`src/rtl/axi4r_sram_slave.sv`:
```
// AXI4 read-only slave in front of a synchronous SRAM with one cycle of read latency.
// One burst at a time; returning beats pass through a 2-entry skid FIFO so rready may stall freely.
module axi4r_sram_slave #(
    parameter logic [31:0] BASE_ADDR = 32'h0000_0000,
    parameter int          DEPTH     = 1024
) (
    input  logic                     clk,
    input  logic                     rst_n,
    output logic                     s_arready,
    input  logic                     s_arvalid,
    input  logic [31:0]              s_araddr,
    input  logic [3:0]               s_arid,
    input  logic [7:0]               s_arlen,
    input  logic [2:0]               s_arsize,
    input  logic [1:0]               s_arburst,
    input  logic                     s_rready,
    output logic                     s_rvalid,
    output logic [1:0]               s_rresp,
    output logic [63:0]              s_rdata,
    output logic                     s_rlast,
    output logic [3:0]               s_rid,
    output logic                     mem_en,
    output logic [$clog2(DEPTH)-1:0] mem_addr,
    input  logic [63:0]              mem_rdata
);
    localparam int          AW        = $clog2(DEPTH);
    localparam logic [63:0] MEM_BYTES = 64'(DEPTH) * 64'd8;
    localparam logic [1:0]  RESP_OKAY   = 2'b00;
    localparam logic [1:0]  RESP_SLVERR = 2'b10;
    localparam logic [1:0]  RESP_DECERR = 2'b11;

    typedef enum logic [0:0] {IDLE = 1'b0, BURST = 1'b1} state_t;

    state_t      state_r;
    state_t      state_next_s;
    logic        arready_r;
    logic        ar_hs_s;

    logic [31:0] addr_r;
    logic [3:0]  id_r;
    logic [7:0]  len_r;
    logic [2:0]  size_r;
    logic [1:0]  burst_r;
    logic        err_r;
    logic [8:0]  beats_left_r;

    logic [31:0] offset_s;
    logic        in_range_s;
    logic [1:0]  beat_resp_s;
    logic        issue_s;

    logic        s2_v_r;
    logic [1:0]  s2_resp_r;
    logic        s2_last_r;
    logic [63:0] ret_data_s;

    logic [63:0] fifo_data_r [2];
    logic [1:0]  fifo_resp_r [2];
    logic        fifo_last_r [2];
    logic        wr_ptr_r;
    logic        rd_ptr_r;
    logic [1:0]  count_r;
    logic        push_s;
    logic        pop_s;

    function automatic logic [31:0] next_addr(input logic [31:0] addr, input logic [2:0] size,
                                              input logic [7:0] len, input logic [1:0] burst);
        logic [31:0] step;
        logic [31:0] mask;
        step = 32'd1 << size;
        mask = (({24'd0, len} + 32'd1) << size) - 32'd1;
        case (burst)
            2'b00:   next_addr = addr;
            2'b01:   next_addr = addr + step;
            2'b10:   next_addr = (addr & ~mask) | ((addr + step) & mask);
            default: next_addr = addr;
        endcase
    endfunction

    function automatic logic burst_illegal(input logic [7:0] len, input logic [2:0] size,
                                           input logic [1:0] burst);
        logic wrap_len_ok;
        wrap_len_ok = (len == 8'd1) || (len == 8'd3) || (len == 8'd7) || (len == 8'd15);
        burst_illegal = (size > 3'd3) || (burst == 2'b11) || ((burst == 2'b10) && !wrap_len_ok);
    endfunction

    assign s_arready = arready_r;
    assign ar_hs_s   = s_arvalid && arready_r;

    // State register; arready mirrors "next state is IDLE" so it stays low throughout reset.
    always_ff @(posedge clk or negedge rst_n) begin
        if (!rst_n) begin
            state_r   <= IDLE;
            arready_r <= 1'b0;
        end else begin
            state_r   <= state_next_s;
            arready_r <= (state_next_s == IDLE);
        end
    end

    // Next-state logic: leave BURST once the last beat is taken by the master.
    always_comb begin
        state_next_s = state_r;
        case (state_r)
            IDLE: begin
                if (ar_hs_s) begin
                    state_next_s = BURST;
                end else begin
                    state_next_s = IDLE;
                end
            end
            BURST: begin
                if (s_rvalid && s_rready && s_rlast) begin
                    state_next_s = IDLE;
                end else begin
                    state_next_s = BURST;
                end
            end
            default: state_next_s = IDLE;
        endcase
    end

    // Burst context: captured at AR handshake, address advanced on every issued beat.
    always_ff @(posedge clk or negedge rst_n) begin
        if (!rst_n) begin
            addr_r       <= 32'd0;
            id_r         <= 4'd0;
            len_r        <= 8'd0;
            size_r       <= 3'd0;
            burst_r      <= 2'd0;
            err_r        <= 1'b0;
            beats_left_r <= 9'd0;
        end else if (ar_hs_s) begin
            addr_r       <= s_araddr;
            id_r         <= s_arid;
            len_r        <= s_arlen;
            size_r       <= s_arsize;
            burst_r      <= s_arburst;
            err_r        <= burst_illegal(s_arlen, s_arsize, s_arburst);
            beats_left_r <= {1'b0, s_arlen} + 9'd1;
        end else if (issue_s) begin
            addr_r       <= next_addr(addr_r, size_r, len_r, burst_r);
            beats_left_r <= beats_left_r - 9'd1;
        end
    end

    // Offset wraps modulo 2^32, so addresses below the base land far out of range.
    assign offset_s   = addr_r - BASE_ADDR;
    assign in_range_s = ({32'd0, offset_s} < MEM_BYTES);
    assign mem_addr   = offset_s[AW+2:3];

    // Beat response and issue gating: never more than two beats held between SRAM and R channel.
    always_comb begin
        beat_resp_s = RESP_OKAY;
        if (err_r) begin
            beat_resp_s = RESP_SLVERR;
        end else if (!in_range_s) begin
            beat_resp_s = RESP_DECERR;
        end else begin
            beat_resp_s = RESP_OKAY;
        end
        issue_s = (state_r == BURST) && (beats_left_r != 9'd0) &&
                  ((count_r + {1'b0, s2_v_r}) < 2'd2);
        mem_en  = issue_s && (beat_resp_s == RESP_OKAY);
    end

    // Return stage: the beat whose SRAM data (if any) is on mem_rdata this cycle.
    always_ff @(posedge clk or negedge rst_n) begin
        if (!rst_n) begin
            s2_v_r    <= 1'b0;
            s2_resp_r <= 2'b00;
            s2_last_r <= 1'b0;
        end else begin
            s2_v_r    <= issue_s;
            s2_resp_r <= beat_resp_s;
            s2_last_r <= (beats_left_r == 9'd1);
        end
    end

    assign ret_data_s = (s2_resp_r == RESP_OKAY) ? mem_rdata : 64'd0;
    assign push_s     = s2_v_r && !((count_r == 2'd0) && s_rready);
    assign pop_s      = (count_r != 2'd0) && s_rready;

    // Skid FIFO: captures returning beats the master does not take in their return cycle.
    always_ff @(posedge clk or negedge rst_n) begin
        if (!rst_n) begin
            for (int i = 0; i < 2; i++) begin
                fifo_data_r[i] <= 64'd0;
                fifo_resp_r[i] <= 2'b00;
                fifo_last_r[i] <= 1'b0;
            end
            wr_ptr_r <= 1'b0;
            rd_ptr_r <= 1'b0;
            count_r  <= 2'd0;
        end else begin
            if (push_s) begin
                fifo_data_r[wr_ptr_r] <= ret_data_s;
                fifo_resp_r[wr_ptr_r] <= s2_resp_r;
                fifo_last_r[wr_ptr_r] <= s2_last_r;
                wr_ptr_r              <= ~wr_ptr_r;
            end
            if (pop_s) begin
                rd_ptr_r <= ~rd_ptr_r;
            end
            case ({push_s, pop_s})
                2'b10:   count_r <= count_r + 2'd1;
                2'b01:   count_r <= count_r - 2'd1;
                default: count_r <= count_r;
            endcase
        end
    end

    // R channel: FIFO head has priority, otherwise the returning beat bypasses straight out.
    always_comb begin
        s_rvalid = 1'b0;
        s_rdata  = 64'd0;
        s_rresp  = 2'b00;
        s_rlast  = 1'b0;
        s_rid    = 4'd0;
        if (count_r != 2'd0) begin
            s_rvalid = 1'b1;
            s_rdata  = fifo_data_r[rd_ptr_r];
            s_rresp  = fifo_resp_r[rd_ptr_r];
            s_rlast  = fifo_last_r[rd_ptr_r];
            s_rid    = id_r;
        end else if (s2_v_r) begin
            s_rvalid = 1'b1;
            s_rdata  = ret_data_s;
            s_rresp  = s2_resp_r;
            s_rlast  = s2_last_r;
            s_rid    = id_r;
        end else begin
            s_rvalid = 1'b0;
        end
    end

endmodule

```
`config.mk`:
```
export PLATFORM = sky130hd
export DESIGN_NAME = axi4r_sram_slave
export DESIGN_NICKNAME = d
export VERILOG_FILES = /design/src/rtl/axi4r_sram_slave.sv
export SDC_FILE = /design/constraint.sdc
export NUM_CORES = 1
export LEC_CHECK = 0
export CAP_MARGIN = 20
export CORE_MARGIN = 3
export CORE_UTILIZATION = 58
export DETAILED_ROUTE_END_ITERATION = 6
export GPL_TIMING_DRIVEN = 0
export HOLD_SLACK_MARGIN = 0.12
export PLACE_DENSITY = 0.86
export SLEW_MARGIN = 20
export SYNTH_ARGS = -nofsm -noshare
export SYNTH_HDL_FRONTEND = slang
export SYNTH_SLANG_ARGS = --single-unit
```
`constraint.sdc`:
```
create_clock -name clk -period 11.22 [get_ports clk]
set_input_delay 1.683 -clock clk [delete_from_list [all_inputs] [get_ports clk]]
set_output_delay 1.683 -clock clk [all_outputs]
set_load 0.03 [all_outputs]
```
-- Word level (Yosys, flattened, before mapping)
Index checks and enable logic that the tools add are counted.
- bits of input ports: 117
- output and inout bits: 84
- memories: 0
- latch bits: 0
- word-level logic and storage cells: 125
- bits in registers: 203
- RAM bits: 0
- ROM bits: 0
- reductions and logical operators: 27
- multiply operators: 0
- add/sub/neg operators: 8
- shifts and indexed selects: 2
- div/mod/pow operators: 0
- bitwise operators: 10
- $lt $le $gt $ge: 6
- equal/unequal tests: 11
- mux-type cells: 40
- operators with widths (kind ; number):
    two-way mux 64 bit ; 7
    bitwise mux 128 bit ; 1
    bitwise AND 32 bit ; 2
    demux 64 bit (select 1 bit) ; 1
    two-way mux 32 bit ; 2
    one-hot mux 32 bit (2 select lines) ; 1
    adder 32 bit ; 1
    < comparator 32 x 14 -> 1 bit (second input constant) ; 1
    inverter 32 bit ; 1
    bitwise OR 32 bit ; 1
    << shifter 1 x 3 -> 32 bit (first input constant) ; 1
    << shifter 9 x 3 -> 32 bit ; 1
    subtractor 32 x 1 -> 32 bit (second input constant) ; 1
    adder 8 x 1 -> 9 bit (second input constant) ; 2
    two-way mux 9 bit ; 2
    two-way mux 2 bit ; 8
    logical AND 1 bit ; 11
    two-way mux 1 bit ; 10
    == test 9 x 1 -> 1 bit (second input constant) ; 1
    nonzero test 9 bit ; 1
    subtractor 9 x 1 -> 9 bit (second input constant) ; 1
    == test 2 bit (second input constant) ; 4
    == test 8 x 1 -> 1 bit (second input constant) ; 1
    == test 8 x 2 -> 1 bit (second input constant) ; 1
    other kinds (25) ; 41

-- Longest topological paths before layout
Gate-level depths: netlist of the first run.
- depth after elaboration: 9
- mapped depth: 18
- depth with buffers taken out: 15

-- Least setup slack after synthesis of the first run
No wires, ideal clock.
- path kind: flip-flop to output port
- from: reg rd_ptr_r
- to: out s_rdata[35]
- buffers on the path: 3
- arrival time: 2.207 ns
- stages on the path, launching flop included: 6
- path slack: 7.330 ns
- required time: 9.537 ns
- cell sequence: dfrtp_1 clkbuf_1 buf_1 buf_1 mux2i_1 o21ai_0
- cells in the longest elaborated chain, start to end: 5
- RTL lines (item ; RTL line ; source):
    from (decl) ; 61 ; logic rd_ptr_r;
    from (signal assigned) ; 203 ; rd_ptr_r <= ~rd_ptr_r;
    inverter 1 -> 2 bit (not written as such) ; 222 ; s_rdata = fifo_data_r[rd_ptr_r];
    two-way mux 64 bit (not written as such) (3 in series) ; 222 ;
    two-way mux 64 bit ; 220 ; if (count_r != 2'd0) begin
    to (decl) ; 19 ; output logic [63:0] s_rdata,
No other way between the ends. The select of a mux whose other input is x is not followed.

-- Worst setup path after layout of the first run
- from: reg count_r[0]
- to: out s_rdata[62]
- cells in the longest elaborated chain, start to end: 2
- RTL lines (item ; RTL line ; source):
    from (decl) ; 62 ; logic [1:0] count_r;
    from (signal assigned) ; 206 ; 2'b10: count_r <= count_r + 2'd1;
    from (signal assigned) ; 207 ; 2'b01: count_r <= count_r - 2'd1;
    from (signal assigned) ; 208 ; default: count_r <= count_r;
    nonzero test 2 bit ; 220 ;
    two-way mux 64 bit ; 220 ;
No other way between the ends.

==> results of run 1 <==
[power breakdown]
part	total [W]	switching, W	leakage [nW]	internal, W
Sequential	0.000971	0.000119	2.66	0.000852
Combinational	0.00160	0.000998	3.08	0.000598
Clock	0.000843	0.000301	0.417	0.000541
Total	0.00341	0.00142	6.16	0.00199
[worst reg2reg max path, stage by stage, from the launching register on]
cell,delay [ns]
dfrtp_1,0.32
clkbuf_1,0.36
inv_1,0.22
clkbuf_1,0.32
nand3_1,0.27
inv_1,0.07
ha_1,0.27
a21o_1,0.11
a21oi_1,0.11
o21ai_0,0.25
a2111oi_0,0.15
or4_1,0.51
clkbuf_1,0.23
or4_1,0.45
o22a_1,0.25
buf_2,0.19
or3_1,0.34
a31oi_1,0.18
[cells in the mapped netlist, types with 5 or more instances]
cell type,instances,area share (%)
nand2_1,348,11
nor2b_1,6,0.32
o21a_1,5,0.32
buf_2,9,0.38
nor2_1,64,2.0
o31ai_1,11,0.70
nand3_1,29,1.2
o211ai_1,15,0.96
or4_1,13,0.83
a211oi_1,7,0.45
a31oi_1,17,0.90
xnor2_1,23,1.7
buf_1,15,0.48
nand2b_1,13,0.69
mux2i_1,76,6.5
ha_1,16,1.7
clkbuf_1,72,2.3
dfrtp_1,203,43
and2_1,10,0.53
and3_1,8,0.43
nand4_1,10,0.53
mux2_2,9,0.86
nor4_1,14,0.74
nor3_1,15,0.64
inv_1,30,0.96
o21ai_0,238,10
xor2_1,13,0.97
a21o_1,5,0.32
buf_4,13,0.83
a21oi_1,29,1.2
or3_1,17,0.90
[metrics by stage]
step,hold slack (ns),cell area [um^2],setup WS (ns)
after floorplan,0.417,11800,7.33
after CTS,0.452,15000,5.51
after global placement,0.442,14100,0.268
final,0.448,15000,5.45
after detailed placement,0.442,14200,6.03
after global routing,0.480,15000,5.28
[worst min-delay path by stage]
stage               cells after the start  start           end
global placement                        1  err_r  s2_resp_r[0]
detailed placement                      1  err_r  s2_resp_r[0]
floorplan                               1  err_r  s2_resp_r[0]
global route                            1  err_r  s2_resp_r[0]
CTS                                     1  err_r  s2_resp_r[0]
finish                                  1  err_r  s2_resp_r[0]
[per-layer routing]
| layer | track usage, % | wire [um] | up-vias |
|---|---|---|---|
| met5 | 0 | 0 | - |
| met2 | 54.4 | 17600 | 586 |
| met4 | 10.4 | 1210 | 0 |
| li1 | - | - | 5358 |
| met1 | 43.4 | 14600 | 5571 |
| met3 | 4.81 | 2990 | 93 |
[cells by family after synthesis]
group | Yosys count
AND/OR/NAND/NOR | 563
AO/OA/AOI/OAI | 367
flip-flops | 203
buffers and inverters | 141
multiplexers | 86
XOR/XNOR | 37
adder cells (fa/ha/maj) | 17
[final cells by class]
type	instances	share of cell area, %
tap	265	2.21
multi-input combinational	1070	40.5
timing repair buffer	202	13.8
buffer	111	3.24
clock buffer	29	4.32
clock inverter	9	1.30
inverter	30	0.751
sequential	203	33.9
==> out/results.tsv, run 1 <==
metric	value	unit
drv_cap	0	
grtUsageTotal	32.3	%
io_pins	201	
worst_slew_pin_slew	0.955	ns
path_max_fanout	10	
totalWireLength	36400	um
synth_fp_nets	1548	
start_util	59.6	%
finalSetupViolCount	0	
drc	0	
rrSetupSlack	6.54	ns
num_vias	11600	
viasPerCell	6.05	
areaGrowthSynthToFinish	27.5	%
r2r_start	size_r[2]	
worstPathArrival	4.08	ns
rows	51	
cellLeakagePower	6.16	nW
port_buffers	200	
peakVddDrop	0.194	mV
die_w	148	um
ant_nets	0	
final.fill_count	1445	
crit_required	9.54	ns
cp_common_cell	clkbuf_1	
dp_cells	1881	
syn_area	11800	um^2
die-area	22000	um^2
critPathKind	reg -> out	
drt_first_pass_iters	6	
multi_input_area	6080	um^2
final_cell_mix	nand2_1 (348), o21ai_0 (238), dfrtp_1 (203)	
layout_commonest_cell	nand2_1	
crit_path_end	s_rdata[62]	
clock_path_buffers	3	
period_needed	5.77	ns
synth_xor_area_share	2.82	%
ys.flop_type	dfrtp_1	
cts_resized	0	
grt_pass1_wl	58200	um
holdCritPathClass	reg -> reg	
antenna_found_initial	0	
cts_tree	done	
place.gp.congestion	0.962	
cp-end-kind	output pin	
fin_crit_sh	51.4	%
grt_max_degree	74	
postCtsSetupBuffers	0	
diodes	0	
synthAdderAreaFrac	1.87	%
synth_edf_count	0	
max_freq	0.173	GHz
timing.final.max_slew_violations	0	
post_drt_wl_per_cell	19.0	um
ff_latch_area	5080	um^2
yosys_warnings	0	
overflow	0	
grt_pass1_vias	11400	
startpoint_type	flop	
async_reset_ff_share	100	%
dpl.hpwl	25900	um
yosys.cell_types.count	77	
ys_seq_area_share	43.2	%
path_buf_inv	4	
path_depth	8	
crit_family	buffers and inverters	
slowest_delay	0.76	ns
drt_iter0_drc	908	
avgSynthCellArea	8.32	um^2
synth_top_family_by_area	simple AND/OR/NAND/NOR gates	
startpoint	count_r[0]	
crit_chain	buf_2 -> nor2_1 -> and3_1 -> clkbuf_1 -> clkbuf_1 -> nand2_1 -> o21ai_0 -> clkdlybuf4s50_1	
synthCells	1414	
ys_seq_elements	203	
synthMuxAreaShare	7.52	%
layout.nets	1774	
rr_worst_depth	17	
synth_compound_area_share	18.1	%
hold_buffers	0	
yosys.area_share.simple	21.4	%
cts.clk_slew.worst_paths	0.06	ns
die_h	148	um
total_power	0.00341	W
rsz0062_at_grt	false	
status	completed	
crit_slowest_cell	clkdlybuf4s50_1	
cts.sinks	203	
ctsRootBufferMaster	clkbuf_16	
final_core_util	76.0	%
fin_setup_tns	0	ns
skew	0.0110	ns
h-tree-depth	1	
fin_cells	1919	
numCtsBuffers	22	
max_slew_margin	36.1	%
core-area	19700	um^2
hold_violations	0	
drive_gt1_share	5.56	%
power_density	227	nW/um^2
worst_skew_pair.late_latency	0.50	ns
Note: power is estimated with default switching activity, not from simulation.
==> run 2: changes to the inputs <==
Settings changed: CORE_UTILIZATION 58 to 54, PLACE_DENSITY 0.86 to 0.81.
Clock period 11.22 ns to 5.75 ns, I/O delays scaled along.
==> out/results.tsv, run 2 (synthesis results as in run 1) <==
metric	value	unit	change
cts.clk_slew.worst_paths	0.06	ns	about the same
cts_tree	done		unchanged
finalSetupViolCount	0		unchanged
post_drt_wl_per_cell	18.6	um	was 19.0 um
cellLeakagePower	6.14	nW	was 6.16 nW
total_power	0.00660	W	was 0.00341 W
timing.final.max_slew_violations	0		unchanged
cp-end-kind	flop		was output pin
drt_first_pass_iters	6		unchanged
grt_max_degree	96		was 74
startpoint_type	flop		unchanged
max_slew_margin	37.1	%	was 36.1%
rows	53		was 51
totalWireLength	36000	um	was 36400 um
areaGrowthSynthToFinish	27.4	%	was 27.5%
ctsRootBufferMaster	clkbuf_16		unchanged
drv_cap	0		unchanged
place.gp.congestion	0.991		was 0.962
dp_cells	1891		was 1881
layout.nets	1775		was 1774
rr_worst_depth	17		unchanged
rrSetupSlack	0.83	ns	was 6.54 ns
drive_gt1_share	5.61	%	was 5.56%
worst_slew_pin_slew	0.941	ns	was 0.955 ns
final.fill_count	1669		was 1445
fin_hold_ws	0.164	ns	was 0.448 ns
crit_required	6.18	ns	was 9.54 ns
clock_path_buffers	3		unchanged
skew	0.0181	ns	was 0.0110 ns
status	completed		unchanged
die-area	23600	um^2	was 22000 um^2
hold_violations	0		unchanged
core-area	21200	um^2	was 19700 um^2
overflow	0		unchanged
postCtsSetupBuffers	0		unchanged
peakVddDrop	0.319	mV	was 0.194 mV
r2r_start	size_r[2]		unchanged
port_buffers	200		unchanged
grtUsageTotal	29.7	%	was 32.3%
dpl.hpwl	25800	um	was 25900 um
start_util	55.4	%	was 59.6%
holdCritPathClass	in -> async		was reg -> reg
diodes	0		unchanged
startpoint	size_r[2]		was count_r[0]
period_needed	4.92	ns	
grt_pass1_vias	11000		was 11400
setup_slack	0.829	ns	was 5.45 ns
die_w	154	um	was 148 um
worst_skew_pair.late_latency	0.52	ns	was 0.50 ns
io_pins	201		unchanged
antenna_found_initial	1		was 0
fin_crit_sh	85.6	%	
fin_setup_tns	0	ns	unchanged
fin_cells	1932		was 1919
final_cell_mix	nand2_1 (348), o21ai_0 (238), dfrtp_1 (203)		unchanged
numCtsBuffers	23		was 22
ant_nets	0		unchanged
grt_pass1_wl	57500	um	was 58200 um
viasPerCell	5.94		was 6.05
rsz0062_at_grt	false		unchanged
dp_slack	0.971	ns	was 6.03 ns
max_freq	0.203	GHz	
worstPathArrival	5.36	ns	was 4.08 ns
layout_commonest_cell	nand2_1		unchanged
drt_iter0_drc	985		was 908
num_vias	11500		was 11600
hold_buffers	0		unchanged
drc	0		unchanged
cts_resized	0		unchanged
die_h	154	um	was 148 um
path_max_fanout	10		unchanged
h-tree-depth	1		unchanged
cts.sinks	203		unchanged
power_density	440	nW/um^2	was 227 nW/um^2
critPathKind	reg -> reg		was reg -> out
run 2: cell count changes in the layout (fill, tap and decap cells not counted):
cell        delta
clkbuf_8       +3
bufinv_16      -3
clkinvlp_4     +1
clkinv_2       -2
inv_6          +2
clkbuf_1       +2
run 2: layer usage:
metal  vias to the layer above  wire length, um  track usage [%]
met1                      5538            14700             40.3
met5                         -               13                0
met4                         2             1000             8.33
met3                        71             2950             4.93
met2                       504            17300             49.6
li1                       5352                -                -
run 2: how the worst max path moves through the flow:
| stage | endpoint | slack [ns] | depth (start not counted) |
|---|---|---|---|
| after global placement | asynchronous set/reset pin | -4.49 | 1 |
| final | flop | 0.83 | 17 |
| after floorplan | flop | 1.98 | 17 |
| after detailed placement | flop | 0.97 | 17 |
| after global routing | flop | 0.64 | 17 |
| after CTS | s_rdata[12] | 0.91 | 8 |
run 2: layout make-up:
| type | instances | area, um^2 | share of cell area [%] |
|---|---|---|---|
| clock inverters | 7 | 120 | 0.802 |
| plain buffers | 111 | 485 | 3.24 |
| repair buffers | 202 | 2060 | 13.8 |
| well taps | 275 | 344 | 2.30 |
| multi-input cells | 1070 | 6080 | 40.6 |
| flip-flops and latches | 203 | 5080 | 33.9 |
| inverters | 30 | 113 | 0.752 |
| clock buffers | 34 | 697 | 4.65 |
run 2: through the flow:
stage | util, % | area, um^2
floorplan | - | 11800
global placement | 66.5 | 14100
detailed placement | 66.7 | 14200
CTS | 70.6 | 15000
global route | 70.6 | 15000
finish | 70.6 | 15000
run 2: power breakdown:
part / switching [W] / total (W) / internal, W
clock network: 0.000603 / 0.00158 / 0.000973
registers: 0.000235 / 0.00190 / 0.00166
logic: 0.00196 / 0.00312 / 0.00117
total: 0.00280 / 0.00660 / 0.00380
run 2: worst max-delay path, stage by stage, from the launching register on:
cell,delay [ns]
dfrtp_1,0.36
clkbuf_1,0.24
inv_1,0.27
clkbuf_1,0.53
nand3_1,0.37
inv_1,0.13
ha_1,0.13
a21o_1,0.12
a21oi_1,0.12
o21ai_0,0.24
a2111oi_0,0.15
or4_1,0.51
clkbuf_1,0.23
or4_1,0.45
o22a_1,0.26
buf_2,0.21
or3_1,0.33
a31oi_1,0.18
==> run 3: changes to the inputs <==
==> constraint.sdc (replaced) <==
create_clock -name clk -period 5.75 [get_ports clk]
set_input_delay 0.8625 -clock clk [delete_from_list [all_inputs] [get_ports clk]]
set_output_delay 0.8625 -clock clk [all_outputs]
set_load 0.02 [all_outputs]
==> results of run 3 <==
Same layout as run 2 (identical final DEF). Status: completed.
Main changes from that run: total power 0.00660 W -> 0.00655 W; worst IR drop on VDD 0.319 mV -> 0.318 mV
